===== config.mk =====
export PLATFORM = sky130hd
export DESIGN_NAME = image_mem_arbiter_flat
export DESIGN_NICKNAME = d
export VERILOG_FILES = /design/src/rtl/image_mem_pkg.sv /design/src/rtl/image_mem_arbiter_if.sv /design/src/rtl/image_rd_arbiter.sv /design/src/rtl/image_mem_arbiter.sv /design/src/flat_wrapper.sv
export SDC_FILE = /design/constraint.sdc
export NUM_CORES = 1
export LEC_CHECK = 0
export ABC_CLOCK_PERIOD_IN_PS = 2900
export CAP_MARGIN = 20
export CORE_MARGIN = 10
export CORE_UTILIZATION = 30
export CTS_CLUSTER_DIAMETER = 200
export CTS_CLUSTER_SIZE = 40
export DETAILED_ROUTE_END_ITERATION = 8
export HOLD_SLACK_MARGIN = 0.1
export PLACE_DENSITY = 0.66
export SYNTH_ARGS = -nofsm -noshare
export SYNTH_HDL_FRONTEND = slang
export SYNTH_SLANG_ARGS = --single-unit

===== constraint.sdc =====
create_clock -name CLOCK_50 -period 2.9 [get_ports CLOCK_50]
set_clock_uncertainty 0.2 [all_clocks]
set_input_delay 0.58 -clock CLOCK_50 [delete_from_list [all_inputs] [get_ports CLOCK_50]]
set_output_delay 0.58 -clock CLOCK_50 [all_outputs]
set_load 0.03 [all_outputs]

===== src/rtl/image_mem_pkg.sv =====
// Shared constants, state and tag encodings for the image memory arbiter.
// Also holds the address range check used by both ports.
package image_mem_pkg;

  localparam int DEPTH      = 784;
  localparam int ADDR_W     = 16;
  localparam int DATA_W     = 32;
  localparam int STARVE_MAX = 4;
  localparam int STARVE_W   = $clog2(STARVE_MAX + 1);

  typedef enum logic [0:0] {
    ST_IDLE  = 1'b0,
    ST_CLEAR = 1'b1
  } clr_state_e;

  typedef enum logic [1:0] {
    TAG_NONE = 2'b00,
    TAG_DISP = 2'b01,
    TAG_NN   = 2'b10
  } rd_tag_e;

  typedef struct packed {
    rd_tag_e tag;
    logic    oor;
  } rd_slot_t;

  function automatic logic addr_in_range(input logic [ADDR_W-1:0] addr);
    return (addr < ADDR_W'(DEPTH));
  endfunction

endpackage


===== src/rtl/image_mem_arbiter_if.sv =====
// Requester, grant, read-return and image-memory port bundle.
// slave = arbiter side, master = requesters plus memory.
interface image_mem_arbiter_if;
  import image_mem_pkg::*;

  logic              clear_req;
  logic              nn_lock;
  logic              wr_req;
  logic [ADDR_W-1:0] wr_addr;
  logic [DATA_W-1:0] wr_data;
  logic              disp_req;
  logic [ADDR_W-1:0] disp_addr;
  logic              nn_req;
  logic [ADDR_W-1:0] nn_addr;
  logic              wr_gnt;
  logic              disp_gnt;
  logic              nn_gnt;
  logic              disp_rvalid;
  logic              nn_rvalid;
  logic [DATA_W-1:0] rd_data;
  logic              clear_busy;
  logic [ADDR_W-1:0] mem_write_addr;
  logic [DATA_W-1:0] mem_data_in;
  logic              mem_we;
  logic [ADDR_W-1:0] mem_read_addr;
  logic [DATA_W-1:0] mem_data_out;

  modport slave (
    input  clear_req, nn_lock, wr_req, wr_addr, wr_data,
           disp_req, disp_addr, nn_req, nn_addr, mem_data_out,
    output wr_gnt, disp_gnt, nn_gnt, disp_rvalid, nn_rvalid, rd_data,
           clear_busy, mem_write_addr, mem_data_in, mem_we, mem_read_addr
  );

  modport master (
    output clear_req, nn_lock, wr_req, wr_addr, wr_data,
           disp_req, disp_addr, nn_req, nn_addr, mem_data_out,
    input  wr_gnt, disp_gnt, nn_gnt, disp_rvalid, nn_rvalid, rd_data,
           clear_busy, mem_write_addr, mem_data_in, mem_we, mem_read_addr
  );

endinterface


===== src/rtl/image_rd_arbiter.sv =====
// Read-side arbiter: inference reads win unless the display has been
// denied STARVE_MAX cycles in a row.
module image_rd_arbiter
  import image_mem_pkg::*;
(
  input  logic CLOCK_50,
  input  logic resetn,
  input  logic disp_req,
  input  logic nn_req,
  output logic disp_gnt,
  output logic nn_gnt
);

  logic [STARVE_W-1:0] starve_r;
  logic                disp_win_s;

  // Display wins when inference is idle or the display has hit its starvation limit.
  always_comb begin
    disp_win_s = 1'b0;
    if (!resetn) begin
      disp_win_s = 1'b0;
    end else if (disp_req && (!nn_req || (starve_r == STARVE_W'(STARVE_MAX)))) begin
      disp_win_s = 1'b1;
    end else begin
      disp_win_s = 1'b0;
    end
  end

  assign disp_gnt = disp_win_s;
  assign nn_gnt   = nn_req & resetn & ~disp_win_s;

  // Count consecutive display denials, saturating at the limit.
  always_ff @(posedge CLOCK_50 or negedge resetn) begin
    if (!resetn) begin
      starve_r <= '0;
    end else if (disp_win_s) begin
      starve_r <= '0;
    end else if (disp_req && (starve_r != STARVE_W'(STARVE_MAX))) begin
      starve_r <= starve_r + STARVE_W'(1);
    end else begin
      starve_r <= starve_r;
    end
  end

endmodule


===== src/rtl/image_mem_arbiter.sv =====
// Image memory arbiter: pen writes, whole-image clear sweep, and
// display/inference reads sharing one synchronous image memory.
module image_mem_arbiter
  import image_mem_pkg::*;
(
  input logic                CLOCK_50,
  input logic                resetn,
  image_mem_arbiter_if.slave bus
);

  clr_state_e        state_r;
  logic [ADDR_W-1:0] count_r;
  logic              pending_r;
  logic              clear_pend_s;
  logic              wr_gnt_s;
  logic              disp_gnt_s;
  logic              nn_gnt_s;
  logic [ADDR_W-1:0] rd_addr_s;
  rd_slot_t          slot_in_s;
  rd_slot_t          slot1_r;
  rd_slot_t          slot2_r;
  logic              mem_we_r;
  logic [ADDR_W-1:0] mem_write_addr_r;
  logic [DATA_W-1:0] mem_data_in_r;
  logic [ADDR_W-1:0] mem_read_addr_r;

  // A clear request seen in IDLE counts as pending in its own cycle, blocking writes.
  always_comb begin
    clear_pend_s = pending_r;
    wr_gnt_s     = 1'b0;
    if (state_r == ST_IDLE) begin
      clear_pend_s = pending_r | bus.clear_req;
    end else begin
      clear_pend_s = pending_r;
    end
    if (resetn && bus.wr_req && (state_r == ST_IDLE) && !bus.nn_lock && !clear_pend_s) begin
      wr_gnt_s = 1'b1;
    end else begin
      wr_gnt_s = 1'b0;
    end
  end

  // Clear FSM; once started the sweep runs to the last word regardless of nn_lock.
  always_ff @(posedge CLOCK_50 or negedge resetn) begin
    if (!resetn) begin
      state_r   <= ST_IDLE;
      count_r   <= '0;
      pending_r <= 1'b0;
    end else begin
      case (state_r)
        ST_IDLE: begin
          count_r <= '0;
          if (clear_pend_s && !bus.nn_lock) begin
            state_r   <= ST_CLEAR;
            pending_r <= 1'b0;
          end else begin
            state_r   <= ST_IDLE;
            pending_r <= clear_pend_s;
          end
        end
        ST_CLEAR: begin
          pending_r <= 1'b0;
          if (count_r == ADDR_W'(DEPTH - 1)) begin
            state_r <= ST_IDLE;
            count_r <= '0;
          end else begin
            state_r <= ST_CLEAR;
            count_r <= count_r + ADDR_W'(1);
          end
        end
        default: begin
          state_r   <= ST_IDLE;
          count_r   <= '0;
          pending_r <= 1'b0;
        end
      endcase
    end
  end

  // Registered memory write port: sweep words, or the granted pen write.
  always_ff @(posedge CLOCK_50 or negedge resetn) begin
    if (!resetn) begin
      mem_we_r         <= 1'b0;
      mem_write_addr_r <= '0;
      mem_data_in_r    <= '0;
    end else if (state_r == ST_CLEAR) begin
      mem_we_r         <= 1'b1;
      mem_write_addr_r <= count_r;
      mem_data_in_r    <= '0;
    end else if (wr_gnt_s) begin
      mem_we_r         <= addr_in_range(bus.wr_addr);
      mem_write_addr_r <= bus.wr_addr;
      mem_data_in_r    <= bus.wr_data;
    end else begin
      mem_we_r         <= 1'b0;
      mem_write_addr_r <= '0;
      mem_data_in_r    <= '0;
    end
  end

  image_rd_arbiter u_rd_arb (
    .CLOCK_50 (CLOCK_50),
    .resetn   (resetn),
    .disp_req (bus.disp_req),
    .nn_req   (bus.nn_req),
    .disp_gnt (disp_gnt_s),
    .nn_gnt   (nn_gnt_s)
  );

  // Pick the granted read address and the tag that travels with it.
  always_comb begin
    rd_addr_s = '0;
    slot_in_s = '{tag: TAG_NONE, oor: 1'b0};
    if (nn_gnt_s) begin
      rd_addr_s = bus.nn_addr;
      slot_in_s = '{tag: TAG_NN, oor: !addr_in_range(bus.nn_addr)};
    end else if (disp_gnt_s) begin
      rd_addr_s = bus.disp_addr;
      slot_in_s = '{tag: TAG_DISP, oor: !addr_in_range(bus.disp_addr)};
    end else begin
      rd_addr_s = '0;
      slot_in_s = '{tag: TAG_NONE, oor: 1'b0};
    end
  end

  // Read address register plus the two-stage tag pipeline matching memory latency.
  always_ff @(posedge CLOCK_50 or negedge resetn) begin
    if (!resetn) begin
      mem_read_addr_r <= '0;
      slot1_r         <= '{tag: TAG_NONE, oor: 1'b0};
      slot2_r         <= '{tag: TAG_NONE, oor: 1'b0};
    end else begin
      if (slot_in_s.tag != TAG_NONE) begin
        mem_read_addr_r <= rd_addr_s;
      end else begin
        mem_read_addr_r <= mem_read_addr_r;
      end
      slot1_r <= slot_in_s;
      slot2_r <= slot1_r;
    end
  end

  assign bus.wr_gnt         = wr_gnt_s;
  assign bus.disp_gnt       = disp_gnt_s;
  assign bus.nn_gnt         = nn_gnt_s;
  assign bus.clear_busy     = (state_r == ST_CLEAR);
  assign bus.mem_we         = mem_we_r;
  assign bus.mem_write_addr = mem_write_addr_r;
  assign bus.mem_data_in    = mem_data_in_r;
  assign bus.mem_read_addr  = mem_read_addr_r;
  assign bus.disp_rvalid    = (slot2_r.tag == TAG_DISP);
  assign bus.nn_rvalid      = (slot2_r.tag == TAG_NN);
  assign bus.rd_data        = ((slot2_r.tag != TAG_NONE) && !slot2_r.oor) ? bus.mem_data_out : '0;

endmodule


===== src/flat_wrapper.sv =====
// flat-port wrapper written by rule: the top's interface ports become plain ports
module image_mem_arbiter_flat import image_mem_pkg::*;
  (CLOCK_50, resetn, bus_clear_req, bus_nn_lock, bus_wr_req, bus_wr_addr, bus_wr_data, bus_disp_req, bus_disp_addr, bus_nn_req, bus_nn_addr, bus_mem_data_out, bus_wr_gnt, bus_disp_gnt, bus_nn_gnt, bus_disp_rvalid, bus_nn_rvalid, bus_rd_data, bus_clear_busy, bus_mem_write_addr, bus_mem_data_in, bus_mem_we, bus_mem_read_addr);
  image_mem_arbiter_if bus_i ();
  input logic CLOCK_50;
  input logic resetn;
  input wire logic [$bits(bus_i.clear_req)-1:0] bus_clear_req;
  input wire logic [$bits(bus_i.nn_lock)-1:0] bus_nn_lock;
  input wire logic [$bits(bus_i.wr_req)-1:0] bus_wr_req;
  input wire logic [$bits(bus_i.wr_addr)-1:0] bus_wr_addr;
  input wire logic [$bits(bus_i.wr_data)-1:0] bus_wr_data;
  input wire logic [$bits(bus_i.disp_req)-1:0] bus_disp_req;
  input wire logic [$bits(bus_i.disp_addr)-1:0] bus_disp_addr;
  input wire logic [$bits(bus_i.nn_req)-1:0] bus_nn_req;
  input wire logic [$bits(bus_i.nn_addr)-1:0] bus_nn_addr;
  input wire logic [$bits(bus_i.mem_data_out)-1:0] bus_mem_data_out;
  output wire logic [$bits(bus_i.wr_gnt)-1:0] bus_wr_gnt;
  output wire logic [$bits(bus_i.disp_gnt)-1:0] bus_disp_gnt;
  output wire logic [$bits(bus_i.nn_gnt)-1:0] bus_nn_gnt;
  output wire logic [$bits(bus_i.disp_rvalid)-1:0] bus_disp_rvalid;
  output wire logic [$bits(bus_i.nn_rvalid)-1:0] bus_nn_rvalid;
  output wire logic [$bits(bus_i.rd_data)-1:0] bus_rd_data;
  output wire logic [$bits(bus_i.clear_busy)-1:0] bus_clear_busy;
  output wire logic [$bits(bus_i.mem_write_addr)-1:0] bus_mem_write_addr;
  output wire logic [$bits(bus_i.mem_data_in)-1:0] bus_mem_data_in;
  output wire logic [$bits(bus_i.mem_we)-1:0] bus_mem_we;
  output wire logic [$bits(bus_i.mem_read_addr)-1:0] bus_mem_read_addr;
  assign bus_i.clear_req = bus_clear_req;
  assign bus_i.nn_lock = bus_nn_lock;
  assign bus_i.wr_req = bus_wr_req;
  assign bus_i.wr_addr = bus_wr_addr;
  assign bus_i.wr_data = bus_wr_data;
  assign bus_i.disp_req = bus_disp_req;
  assign bus_i.disp_addr = bus_disp_addr;
  assign bus_i.nn_req = bus_nn_req;
  assign bus_i.nn_addr = bus_nn_addr;
  assign bus_i.mem_data_out = bus_mem_data_out;
  assign bus_wr_gnt = bus_i.wr_gnt;
  assign bus_disp_gnt = bus_i.disp_gnt;
  assign bus_nn_gnt = bus_i.nn_gnt;
  assign bus_disp_rvalid = bus_i.disp_rvalid;
  assign bus_nn_rvalid = bus_i.nn_rvalid;
  assign bus_rd_data = bus_i.rd_data;
  assign bus_clear_busy = bus_i.clear_busy;
  assign bus_mem_write_addr = bus_i.mem_write_addr;
  assign bus_mem_data_in = bus_i.mem_data_in;
  assign bus_mem_we = bus_i.mem_we;
  assign bus_mem_read_addr = bus_i.mem_read_addr;
  image_mem_arbiter u_core (.CLOCK_50(CLOCK_50), .resetn(resetn), .bus(bus_i));
endmodule

==> summary.md <==
| Metric | Value |
|---|---|
| Slew HR | `0.5678` |
| Commonest non-fill, non-tap cell in the layout | `clkdlybuf4s50_1` |
| Dpl ws | `277.5 ps` |
| Startpoint types | `input port` |
| I/O pins | `222` |
| First-pass GRT wire length | `20940 um` |
| Multi-input gate area | `1341 sq um` |
| Layout area overhead | `71.57%` |
| Root Buffer Master | `clkbuf_16` |
| Yosys warnings | `0` |
| Grt ovf | `0` |
| Synth cell types | `28` |
| Min-delay src | `u_core.slot1_r[2]$_DFF_PN0_` |
| Final antenna-violating net count | `0` |
| Fraction of layout cells with a size suffix above 1 | `0.1196` |
| Clock-pin transition on the worst setup and hold timing paths | `60 ps` |
| Initial antenna violation count | `0` |
| CP Buf/Inv Count | `3` |
| Port-buffer cells | `221` |
| CP Class | `input port to output port` |
| Worst r2r path cells | `5` |
| Final clock period utilization by the worst path | `0.9179` |
| Pin count of the biggest net entering global routing | `50` |
| Seq/Total Area, Yosys | `0.6063` |
| Post-Syn Area per Cell | `11.51 sq um` |
| Flip-flop and latch area | `2302 sq um` |
| Vias in the first global route | `3609` |
| Drt total wl | `13510 um` |
| CTS max path bufs | `2` |
| CTS Sinks | `92` |
| Core Area | `12520 sq um` |
| Most frequent cells in the layout | `clkdlybuf4s50_1, dfrtp_1, and2_1, buf_4, nor2_1` |
| WHS Endpoint | `u_core.slot2_r[2]$_DFF_PN0_` |
| CP cell instances | `dlygate4sd3_1 -> buf_4 -> nand2_1 -> a21oi_1 -> buf_4` |
| Detail Placement HPWL | `10990 um` |
| Pleak | `2.940 nW` |
| Skew-Pair Late Insertion Delay | `340 ps` |
| Fin crit period | `2662 ps` |
| Power per standard cell area | `519.5 nW/um^2` |
| # fillers | `1145` |
| Wire per inst | `18.46 um` |
| Hold Crit Class | `flip-flop to flip-flop` |
| Seq cells post-synth | `92` |
| Detailed-route via count | `3380` |
| Resize count post-CTS | `0` |
| Final hold viol count | `0` |
| Critical path's slowest cell | `dlygate4sd3_1` |
| Hold Crit Depth | `0` |
| Iteration-0 DRC Markers | `196` |
| CP dominant cell by count | `buf_4` |
| Mapped cell area | `3797 sq um` |
| Vias per cell | `4.617` |
| Synth Net Count | `452` |
| WP data required | `2120 ps` |
| CP peak stage delay | `530 ps` |
| Reg-to-Reg Start | `u_core.count_r[6]$_DFF_PN0_` |
| RSZ-0062 raised after global routing | `no` |
| Kind of cell adding the most delay to the critical path | `buffers and inverters` |
| CTS buffer count | `9` |
| F_max | `375.7 MHz` |
| Die height | `132.5 um` |
| # nets final | `677` |
| Final Core Density | `0.5205` |
| RR Endpoint | `u_core.bus.clear_busy$_DFF_PN0_` |
| WP data arrival | `1880 ps` |
| Max-Cap Viols | `0` |
| Mapped Cells | `330` |
| DRC Markers | `0` |
| Flop2flop setup slack | `600 ps` |
| Total negative setup slack | `0 ps` |
| Antenna diodes | `0` |
| GRT Total Usage | `0.1517` |
| Final setup viols | `0` |
| Outcome | `finished, final reports clean` |
| CTS tree | `yes` |
| Post-CTS Setup Bufs | `0` |
| Die ar. | `17560 sq um` |
| Worst setup margin | `238.1 ps` |
| Die X | `132.5 um` |
| Worst slew pin tran | `646.0 ps` |
| CP Capture Type | `output port` |
| Final Max Tran Viols | `0` |
| Placer's final routability congestion estimate | `0.8270` |
| Rows | `41` |
| # H-tree levels | `3` |
| Crit path from | `resetn` |
| Max VDD drop | `0.2969 mV` |
| Starting Density | `0.3034` |
| TritonRoute pass-1 iters | `8` |
| Crit path max fanout | `12` |
==> sequential cells by signal (all words and copies together), names as in the netlist <==
register                   cells
u_core.bus.mem_write_addr     16
u_core.slot2_r                 3
u_core.bus.mem_we              1
u_core.bus.clear_busy          1
u_core.slot1_r                 3
u_core.bus.mem_read_addr      16
u_core.bus.mem_data_in        32
u_core.count_r                16
u_core.u_rd_arb.starve_r       3
u_core.pending_r               1
==> cells in the mapped netlist <==
cell,instances,area share
nor3_1,5,0.0066
and2_1,65,0.11
a222oi_1,16,0.042
nor3b_1,2,0.0040
a21oi_1,4,0.0053
nor4_1,7,0.012
or4_1,5,0.0099
nand3_1,11,0.014
xnor2_1,12,0.028
buf_6,2,0.0059
xor2_1,3,0.0069
o31ai_4,1,0.0056
a22o_1,17,0.039
nand2_1,9,0.0089
nor2b_1,2,0.0033
nand3b_1,1,0.0020
o21ai_1,1,0.0013
nor2_1,25,0.025
a41o_1,1,0.0026
or4_4,1,0.0030
and4b_1,1,0.0026
o31ai_2,1,0.0033
nand4_1,4,0.0066
clkbuf_1,16,0.016
a31oi_1,1,0.0016
dfrtp_1,92,0.61
inv_1,22,0.022
ha_1,3,0.0099
==> repair_timing <==
action | 4_1_cts | 5_1_grt
hold buffers | 1 | 0
setup endpoints to repair | 0 | 0
endpoints found under the hold margin | 6 | 0
==> metal layers <==
metal | wire length (um) | share of wire | GRT usage | up-vias
li1 | - | - | - | 1592
met5 | 0 | 0 | 0 | -
met4 | 198 | 0.015 | 0.05318 | 0
met2 | 7046 | 0.52 | 0.2728 | 163
met1 | 5309 | 0.39 | 0.1651 | 1611
met3 | 957 | 0.071 | 0.04542 | 14
==> how the worst max path moves through the flow <==
stage / cells after the start / end
floorplan: 3 / bus_nn_gnt
global placement: 4 / u_core.bus.mem_read_addr[7]$_DFFE_PN0P_
detailed placement: 5 / bus_wr_gnt
CTS: 5 / bus_disp_gnt
global route: 5 / bus_rd_data[17]
finish: 5 / bus_disp_gnt
==> through the flow <==
| step | hold WS [ps] | cell area (sq um) | instances | total power, mW |
|---|---|---|---|---|
| final | 147.2 | 6515 | 732 | 3.385 |
| after global routing | 151.9 | 6515 | 732 | 3.538 |
| after CTS | 149.5 | 6515 | 732 | 3.431 |
| after detailed placement | 135.5 | 6192 | 715 | 2.188 |
| after global placement | 135.8 | 6173 | 713 | 2.167 |
| after floorplan | 84.41 | 3797 | 330 | 1.753 |
==> cells by family (layout without fill, tap and decap cells) <==
family / after synthesis / after routing / share of synthesized area
and+or+nand+nor: 138 / 138 / 0.2046
AOI/OAI and AO/OA: 42 / 42 / 0.1012
DFF: 92 / 92 / 0.6063
buffers and inverters: 40 / 270 / 0.04349
xor gates and xnor gates: 15 / 15 / 0.03460
adders and majority gates: 3 / 3 / 0.009886
==> layout make-up <==
class | instances | area share
clock buffer | 10 | 0.03668
clock inverter | 6 | 0.01133
inverter | 22 | 0.01268
multi-input combinational | 198 | 0.2059
sequential | 92 | 0.3534
tap | 172 | 0.03303
timing repair buffer | 232 | 0.3470
==> power breakdown <==
part,total [mW],internal (mW),switching (mW),leakage (nW)
Clock,1.23,0.707,0.524,0.155
Sequential,1.40,1.35,0.0442,1.21
Combinational,0.756,0.368,0.387,1.57
Total,3.38,2.43,0.956,2.94
Power figures use the tool's default switching activity.
